<file path="src/rtl/fptd_enc_pkg.sv">
// Shared types and the RSC trellis step for the terminated turbo encoder.
package fptd_enc_pkg;

  typedef enum logic [1:0] {
    DATA  = 2'd0,
    TERM1 = 2'd1,
    TERM2 = 2'd2
  } enc_state_t;

  // Bit 2 is s1 (most recent feedback), bit 0 is s3 (oldest).
  typedef logic [2:0] rsc_state_t;

  localparam int TAIL_LEN = 3;

  // Returns {next_state[2:0], parity}.
  function automatic logic [3:0] rsc_step(input rsc_state_t s, input logic u);
    logic f;
    f = u ^ s[1] ^ s[0];
    return {f, s[2], s[1], f ^ s[2] ^ s[0]};
  endfunction

endpackage

</file>
<file path="src/rtl/rsc_encoder.sv">
// One 8-state recursive systematic constituent encoder with a termination mode.
module rsc_encoder
  import fptd_enc_pkg::*;
(
  input  logic i_clk,
  input  logic i_rst,
  input  logic i_step,
  input  logic i_term,
  input  logic i_clear,
  input  logic i_u,
  output logic o_u_eff,
  output logic o_par
);

  rsc_state_t r_state;
  logic [3:0] w_step;

  // In termination mode the input cancels the feedback, driving the state to zero.
  assign o_u_eff = i_term ? (r_state[1] ^ r_state[0]) : i_u;
  assign w_step  = rsc_step(r_state, o_u_eff);
  assign o_par   = w_step[0];

  always_ff @(posedge i_clk or posedge i_rst) begin
    if (i_rst) begin
      r_state <= '0;
    end else if (i_clear) begin
      r_state <= '0;
    end else if (i_step) begin
      r_state <= w_step[3:1];
    end
  end

  always @(posedge i_clk) begin
    if (!i_rst && i_clear) begin
      assert (i_step ? (w_step[3:1] == 3'b000) : (r_state == 3'b000));
    end
  end

endmodule

</file>
<file path="src/rtl/turbo_encoder_term.sv">
// LTE-style turbo encoder with 3+3 trellis-termination tail and a valid/ready output stream.
// Define FPTD_ENC_LLR_MAP_EN to add registered signed soft outputs (0 -> +LlrMag, 1 -> -LlrMag).
module turbo_encoder_term
  import fptd_enc_pkg::*;
#(
  parameter int KMax   = 6144,
  parameter int N      = 6,
  parameter int LlrMag = 31
) (
  input  logic       Clock,
  input  logic       Reset,
  input  logic       Enable,
  input  logic       in_valid,
  output logic       in_ready,
  input  logic       in_x,
  input  logic       in_xi,
  input  logic       in_last,
  output logic       out_valid,
  input  logic       out_ready,
  output logic       out_sys,
  output logic       out_par1,
  output logic       out_par2,
  output logic [1:0] out_tail,
  output logic [1:0] o_dbg_state,
  output logic       FrameErr
`ifdef FPTD_ENC_LLR_MAP_EN
  ,
  output logic signed [N-1:0] out_sys_llr,
  output logic signed [N-1:0] out_par1_llr,
  output logic signed [N-1:0] out_par2_llr
`endif
);

  localparam int CW = $clog2(KMax + 1);

  if (LlrMag < 1 || LlrMag >= (1 << (N - 1))) begin : g_llr_range
    $error("LlrMag must fit in N-1 bits");
  end

  // Handshake: a triple transfers on a rising edge where out_valid && out_ready;
  // a pair transfers where in_valid && in_ready. The output register may be
  // reloaded only when it is empty or being drained in the same cycle.

  enc_state_t    r_state;
  logic [CW-1:0] r_bit_cnt;
  logic [1:0]    r_tail_cnt;
  logic          r_out_valid;
  logic          r_sys, r_par1, r_par2, r_frame_err;
  logic [1:0]    r_tail;

  logic          w_slot_free, w_adv, w_take, w_at_kmax, w_tail_last, w_done;
  logic [CW-1:0] w_cnt_nxt;
  logic          w_u1, w_u2, w_par1, w_par2;
  logic          w_load, w_ld_sys, w_ld_p1, w_ld_p2;
  logic [1:0]    w_ld_tail;

  assign w_slot_free = !r_out_valid || out_ready;
  assign w_adv       = Enable && w_slot_free;
  assign in_ready    = Enable && !Reset && (r_state == DATA) && w_slot_free;
  assign w_take      = in_valid && in_ready;
  assign w_cnt_nxt   = r_bit_cnt + CW'(1);
  assign w_at_kmax   = (w_cnt_nxt == CW'(KMax));
  assign w_tail_last = (r_tail_cnt == 2'(TAIL_LEN - 1));
  assign w_done      = (r_state == TERM2) && w_adv && w_tail_last;

  rsc_encoder u_rsc1 (
    .i_clk   (Clock),
    .i_rst   (Reset),
    .i_step  ((r_state == DATA) ? w_take : ((r_state == TERM1) && w_adv)),
    .i_term  (r_state == TERM1),
    .i_clear (w_done),
    .i_u     (in_x),
    .o_u_eff (w_u1),
    .o_par   (w_par1)
  );

  rsc_encoder u_rsc2 (
    .i_clk   (Clock),
    .i_rst   (Reset),
    .i_step  ((r_state == DATA) ? w_take : ((r_state == TERM2) && w_adv)),
    .i_term  (r_state == TERM2),
    .i_clear (w_done),
    .i_u     (in_xi),
    .o_u_eff (w_u2),
    .o_par   (w_par2)
  );

  always_comb begin
    w_load    = w_take;
    w_ld_sys  = in_x;
    w_ld_p1   = w_par1;
    w_ld_p2   = w_par2;
    w_ld_tail = 2'd0;
    case (r_state)
      TERM1: begin
        w_load    = w_adv;
        w_ld_sys  = w_u1;
        w_ld_p2   = 1'b0;
        w_ld_tail = 2'd1;
      end
      TERM2: begin
        w_load    = w_adv;
        w_ld_sys  = w_u2;
        w_ld_p1   = 1'b0;
        w_ld_tail = 2'd2;
      end
      default: ;
    endcase
  end

  always_ff @(posedge Clock or posedge Reset) begin
    if (Reset) begin
      r_state     <= DATA;
      r_bit_cnt   <= '0;
      r_tail_cnt  <= '0;
      r_out_valid <= 1'b0;
      r_sys       <= 1'b0;
      r_par1      <= 1'b0;
      r_par2      <= 1'b0;
      r_tail      <= 2'd0;
      r_frame_err <= 1'b0;
    end else begin
      r_frame_err <= 1'b0;
      if (w_load) begin
        r_out_valid <= 1'b1;
        r_sys       <= w_ld_sys;
        r_par1      <= w_ld_p1;
        r_par2      <= w_ld_p2;
        r_tail      <= w_ld_tail;
        case (r_state)
          DATA: begin
            r_bit_cnt   <= w_cnt_nxt;
            r_frame_err <= w_at_kmax && !in_last;
            if (in_last || w_at_kmax) begin
              r_state    <= TERM1;
              r_tail_cnt <= '0;
            end
          end
          TERM1: begin
            r_tail_cnt <= w_tail_last ? 2'd0 : r_tail_cnt + 2'd1;
            if (w_tail_last) r_state <= TERM2;
          end
          TERM2: begin
            r_tail_cnt <= w_tail_last ? 2'd0 : r_tail_cnt + 2'd1;
            if (w_tail_last) begin
              r_state   <= DATA;
              r_bit_cnt <= '0;
            end
          end
          default: r_state <= DATA;
        endcase
      end else if (out_ready) begin
        r_out_valid <= 1'b0;
      end
    end
  end

  assign out_valid   = r_out_valid;
  assign out_sys     = r_sys;
  assign out_par1    = r_par1;
  assign out_par2    = r_par2;
  assign out_tail    = r_tail;
  assign FrameErr    = r_frame_err;
  assign o_dbg_state = r_state;

`ifdef FPTD_ENC_LLR_MAP_EN
  localparam logic signed [N-1:0] LLR_POS = N'(LlrMag);

  function automatic logic signed [N-1:0] llr_of(input logic b);
    return b ? -LLR_POS : LLR_POS;
  endfunction

  // Absent tail parity slots carry no information, hence 0.
  always_ff @(posedge Clock or posedge Reset) begin
    if (Reset) begin
      out_sys_llr  <= '0;
      out_par1_llr <= '0;
      out_par2_llr <= '0;
    end else if (w_load) begin
      out_sys_llr  <= llr_of(w_ld_sys);
      out_par1_llr <= (r_state == TERM2) ? '0 : llr_of(w_ld_p1);
      out_par2_llr <= (r_state == TERM1) ? '0 : llr_of(w_ld_p2);
    end
  end
`endif

endmodule

</file>
<file path="config.mk">
export PLATFORM = sky130hd
export DESIGN_NAME = turbo_encoder_term
export DESIGN_NICKNAME = d
export VERILOG_FILES = /design/src/rtl/fptd_enc_pkg.sv /design/src/rtl/rsc_encoder.sv /design/src/rtl/turbo_encoder_term.sv
export SDC_FILE = /design/constraint.sdc
export NUM_CORES = 1
export LEC_CHECK = 0
export ABC_CLOCK_PERIOD_IN_PS = 6300
export CAP_MARGIN = 20
export CORE_MARGIN = 3
export CORE_UTILIZATION = 30
export DETAILED_ROUTE_END_ITERATION = 8
export PLACE_DENSITY_LB_ADDON = 0.12
export SKIP_CTS_REPAIR_TIMING = 1
export SLEW_MARGIN = 5
export SYNTH_ARGS = -nofsm -noshare
export SYNTH_HDL_FRONTEND = slang
export SYNTH_HIERARCHICAL = 1
export SYNTH_SLANG_ARGS = --single-unit
</file>
<file path="constraint.sdc">
create_clock -name Clock -period 6.3 [get_ports Clock]
set_clock_uncertainty 0.1 [all_clocks]
set_input_delay 1.26 -clock Clock [delete_from_list [all_inputs] [get_ports Clock]]
set_output_delay 1.26 -clock Clock [all_outputs]
set_load 0.005 [all_outputs]
</file>
# After elaboration in Yosys (flattened, before gate mapping)
# Index checks and enable logic that the tools add are counted.
# totals
regBits	30
input_bits	8
output_inout_bits	10
# op_classes
add_sub_neg	2
n_eq_ne	7
mux	26
bitwise_logic	10
n_reduce_logical	24
# ops
operator	n
$pmux 13 s2	1
$add 13x1->13 const B	1
$eq 13x13->1 const B	1
$mux 13	1
$mux 3	4
$mux 1	11
$mux 2	5
$reduce_bool 2->1	5
$xor 1x1->1	10
$logic_and 1x1->1	9
$pmux 2 s2	2
$pmux 2 s3	1
$reduce_and 3->1	2
$eq 2x2->1 const B	2
$ne 2x2->1 const B	2
$reduce_and 4->1	1
$logic_not 1->1	3
$add 2x1->2 const B	1
$eq 2x1->1 const B	1
$logic_not 2->1	1
$logic_or 1x1->1	2
$ne 2x1->1 const B	1
$pmux 1 s2	1
$reduce_or 2->1	1

# Logic depth before layout (Yosys ltp)
# logic_depth
depth_word	8
ltp_mapped	9

# Hierarchy
# Netlist, hierarchy kept.
# modules_own_cells
mod	instances	cells_each	area_each_um2	seq_area_each_um2
turbo_encoder_term	1	196	1640.3	600.6
rsc_encoder	2	19	192.7	75.1

# Worst setup path before layout
# No wires, ideal clock.
# synth_timing
path_kind	input to register
startpoint	input Reset
endpoint	register u_rsc2.r_state[2]
setup_ps	90
arrival_ps	2911
required_time_ps	6110
slack_ps	3199
cell_stages	5
cell_sequence	inv_1 > nand3_1 > a21oi_1 > or4b_1 > o221ai_1
# synth_between
elab_chain_len	7
# synth_lines
item	line	text
start, declared	turbo_encoder_term.sv:11	input logic Reset,
$logic_not 1->1 (no line)	--	
$logic_and 1x1->1 (3 in a row)	turbo_encoder_term.sv:59	assign in_ready = Enable && !Reset && (r_state == DATA) && w_slot_free;
$logic_and 1x1->1	turbo_encoder_term.sv:60	assign w_take = in_valid && in_ready;
$mux 1	turbo_encoder_term.sv:80	.i_step ((r_state == DATA) ? w_take : ((r_state == TERM2) && w_adv)),
$reduce_bool 2->1 (no line)	--	
end signal, assigned	rsc_encoder.sv:29	r_state <= w_step[3:1];
end, declared	rsc_encoder.sv:15	rsc_state_t r_state;
# No other way between the ends.
# A chain may end at the register's enable or synchronous reset.

# Worst setup path in the final report
# layout_timing
startpoint	input out_ready
endpoint	output in_ready
# layout_between
elab_chain_len	2
# layout_lines
item	line	text
start, declared	turbo_encoder_term.sv:19	input logic out_ready,
$logic_or 1x1->1	turbo_encoder_term.sv:57	assign w_slot_free = !r_out_valid || out_ready;
$logic_and 1x1->1	turbo_encoder_term.sv:59	
end, declared	turbo_encoder_term.sv:14	output logic in_ready,
# No other way between the ends.

==> impl_metrics.tcl <==
set metrics [dict create \
    status "finished clean" \
    swShare_pct 23.7 \
    grt_pass1_vias 1568 \
    initial_core_util_pct 31.4 \
    mostFrequentLayoutCell "dfrtp_1" \
    root_buffer "clkbuf_8" \
    muxShareOfSynthArea_pct 5.19 \
    endpoint_kind "primary output" \
    setup-tns-final_ns 0 \
    grtUsageTotal_pct 13.6 \
    synthAdderAreaFrac_pct 3.71 \
    fmax_mhz 241 \
    cts_max_level 2 \
    crit_fanout 4 \
    r2r_slack_ns 3.62 \
    hold_path_depth 2 \
    port_buffers 17 \
    viasPerCell 5.24 \
    synth_top_area_share_pct 37.1 \
    worstPathArrival_ns 2.79 \
    fin_ws_ns 2.15 \
    clockBufferDepth 2 \
    critPathMostFrequentCell "clkdlybuf4s50_1" \
    p_sw_w 0.0000898 \
    timing.rr.end "o_dbg_state[1]" \
    cpMaxStageDelayCell "clkdlybuf4s50_1" \
    path_cells "clkdlybuf4s50_1, nand2b_1, nand2_1, nor3b_1, clkdlybuf4s50_1" \
    clk-insertion-delay-late_ns 0.29 \
    syn-instance-count 234 \
    cp.required_ns 4.94 \
    finalNonFillerCells 328 \
    dp_cells 319 \
    async_reset_ff_share_pct 100 \
    max_cap_viol_count 0 \
    fin_area_um2 2370 \
    crit_buf_inv 2 \
    reg2reg_depth 7 \
    layout-drive-gt1-share_pct 9.56 \
    synth_nets 248 \
    drc_errors 0 \
    drtIter0Drc 60 \
    grt_pass1_wl_um 8100 \
    rows 29 \
    critPathKind "in2out" \
    yosys_warnings 6 \
    place_ws_ns 2.18 \
    yosys.area.top_type "dfrtp_1" \
    rsz0062_at_grt "no" \
    area_delta_synth_final_pct 17.2 \
    ys_seq_elements 30 \
    synth-compound-area-share_pct 19.1 \
    ioPinCount 18 \
    cts_buffers 5 \
    dieArea_um2 7770 \
    dr_total_vias 1719 \
    power_density_nw_per_um2 160 \
    pwr-share-clk_pct 44.7 \
    routabilityCongestion 0.724 \
    hold_path_end "out_par1" \
    leakage_nw 0.958 \
    combPwrFrac_pct 4.3 \
    reg2reg_from "r_bit_cnt[0]" \
    min_period_ns 4.15 \
    finalCritPeriodShare_pct 65.8 \
    cts.clk_slew.worst_paths_ns 0.07 \
    setup.worst_path.start "out_ready" \
    worst_pin_slew_ns 0.592 \
    crit_family "buffers and inverters" \
    finalSetupViolCount 0 \
    hold_violations 0 \
    fp.dieH_um 88.2 \
    nNetsFinal 264 \
    relSlewSlack_pct 60.4 \
    cts_tree "done" \
    ys.flop_type "dfrtp_1" \
    grt_max_degree 26 \
    drtAntennaViolNets 0 \
    firstDrtPassIters 4 \
    synthXorXnorAreaFrac_pct 3.89 \
    synth.area.top_cells "dfrtp_1 (37%), o21ai_0 (6.4%), nand2_1 (5.2%)" \
    core-area_um2 6460 \
    maxSlewViolCount 0 \
    post-route-util_pct 36.7 \
    slowest_delay_ns 0.54 \
    layout_common_cells "dfrtp_1 (30), nand2_1 (28), o21ai_0 (26), nor2_1 (19), clkdlybuf4s50_1 (17)" \
    grt_overflow 0 \
    avgSynthCellArea_um2 8.66 \
    min_path_type "reg2reg" \
    num_antenna_cells 0 \
    routed_wl_um 4950 \
    wire_per_inst_um 15.1 \
    syn_area_um2 2030 \
    synthSimpleGateAreaFrac_pct 27.5 \
    holdCritStartpoint "out_par1" \
    dp_hpwl_um 3490 \
    ys_seq_area_share_pct 37.1 \
    seqPwrFrac_pct 51.0 \
    place_area_um2 2250 \
    antenna_found_initial 0 \
    die_x_um 88.2 \
    internal_power_w 0.000289 \
    vdd_drop_max_mv 0.0668 \
    clkSinkCount 30 \
    synth.distinct_cells 51 \
    synth_edf_count 0 \
    synth_top_family_by_area "simple AND/OR/NAND/NOR gates" \
    startpoint_type "primary input" \
]
==> per-stage QoR <==
stage	total power (W)	hold WS (ns)
after floorplan	0.000204	0.373
after global placement	0.000212	0.381
after detailed placement	0.000212	0.385
after CTS	0.000385	0.401
after global routing	0.000395	0.439
final	0.000379	0.394
==> worst reg2reg max path: cells and delay by family (launching register included) <==
family	cells	cell delay [ns]
adder cells (fa/ha/maj)	1	0.37
flip-flops	1	0.51
AND/OR/NAND/NOR	4	1.11
AO/OA/AOI/OAI	2	0.49
==> synth_stat cells (3+ instances only) <==
master and number:
dfrtp_1 30, nand2_1 28, o21ai_0 26, nor2_1 19, nand2b_1 10, nor3_1 9
a21oi_1 8, inv_1 7, buf_2 6, ha_1 6, mux2i_1 6, xnor2_1 6
nand3_1 5, clkbuf_1 4, nor3b_1 4, o21ai_1 4, nor4_1 3, o211ai_1 3
o21a_1 3, or2_2 3, xor2_1 3
==> sequential cells by signal, indices dropped and copies added (netlist names) <==
name	cells
out_sys	1
r_tail_cnt	2
o_dbg_state	2
out_par2	1
out_tail	2
r_bit_cnt	13
FrameErr	1
u_rsc1/r_state	3
out_par1	1
out_valid	1
u_rsc2/r_state	3
==> power by group through the flow <==
stage          Combinational (W)  Clock [W]  Sequential, W
6_report               0.0000164   0.000169       0.000193
5_1_grt                0.0000186   0.000183       0.000193
4_1_cts                0.0000149   0.000176       0.000193
3_5_place_dp           0.0000149          0       0.000197
3_3_place_gp           0.0000148          0       0.000197
2_1_floorplan         0.00000707          0       0.000197
==> routing by layer <==
| layer | share of wire [%] | global-route usage [%] | wire length (µm) |
|---|---|---|---|
| met1 | 52 | 19.7 | 2550 |
| met2 | 44 | 20.2 | 2180 |
| met3 | 3.1 | 2.92 | 151 |
| met4 | 1.3 | 4.53 | 64 |
| met5 | 0 | 0 | 0 |
==> cell type report <==
cell class              instances  area, µm²
well taps                      77       96.3
inverters                       7       26.3
flip-flops and latches         30        751
multi-input cells             187       1200
fillers                       672       4090
clock inverters                 1       5.00
repair buffers                 19        205
clock buffers                   7       86.3
==> logic make-up (layout without fill, tap and decap cells) <==
logic type	after synthesis	in the layout
AOI/OAI and AO/OA	60	60
DFF	30	30
and+or+nand+nor	102	102
muxes	10	10
adders and majority gates	6	6
xor gates and xnor gates	9	9
buffers and inverters	17	34
==> how the worst max path moves through the flow <==
| stage | endpoint | slack (ns) | cells after the start |
|---|---|---|---|
| 2_1_floorplan | u_rsc2/r_state[2] | 3.20 | 5 |
| 6_report | in_ready | 2.15 | 5 |
| 3_5_place_dp | in_ready | 2.18 | 5 |
| 5_1_grt | in_ready | 2.06 | 5 |
| 4_1_cts | in_ready | 2.16 | 5 |
| 3_3_place_gp | in_ready | 2.18 | 5 |
No activity file was read; power rests on OpenSTA's default activity.
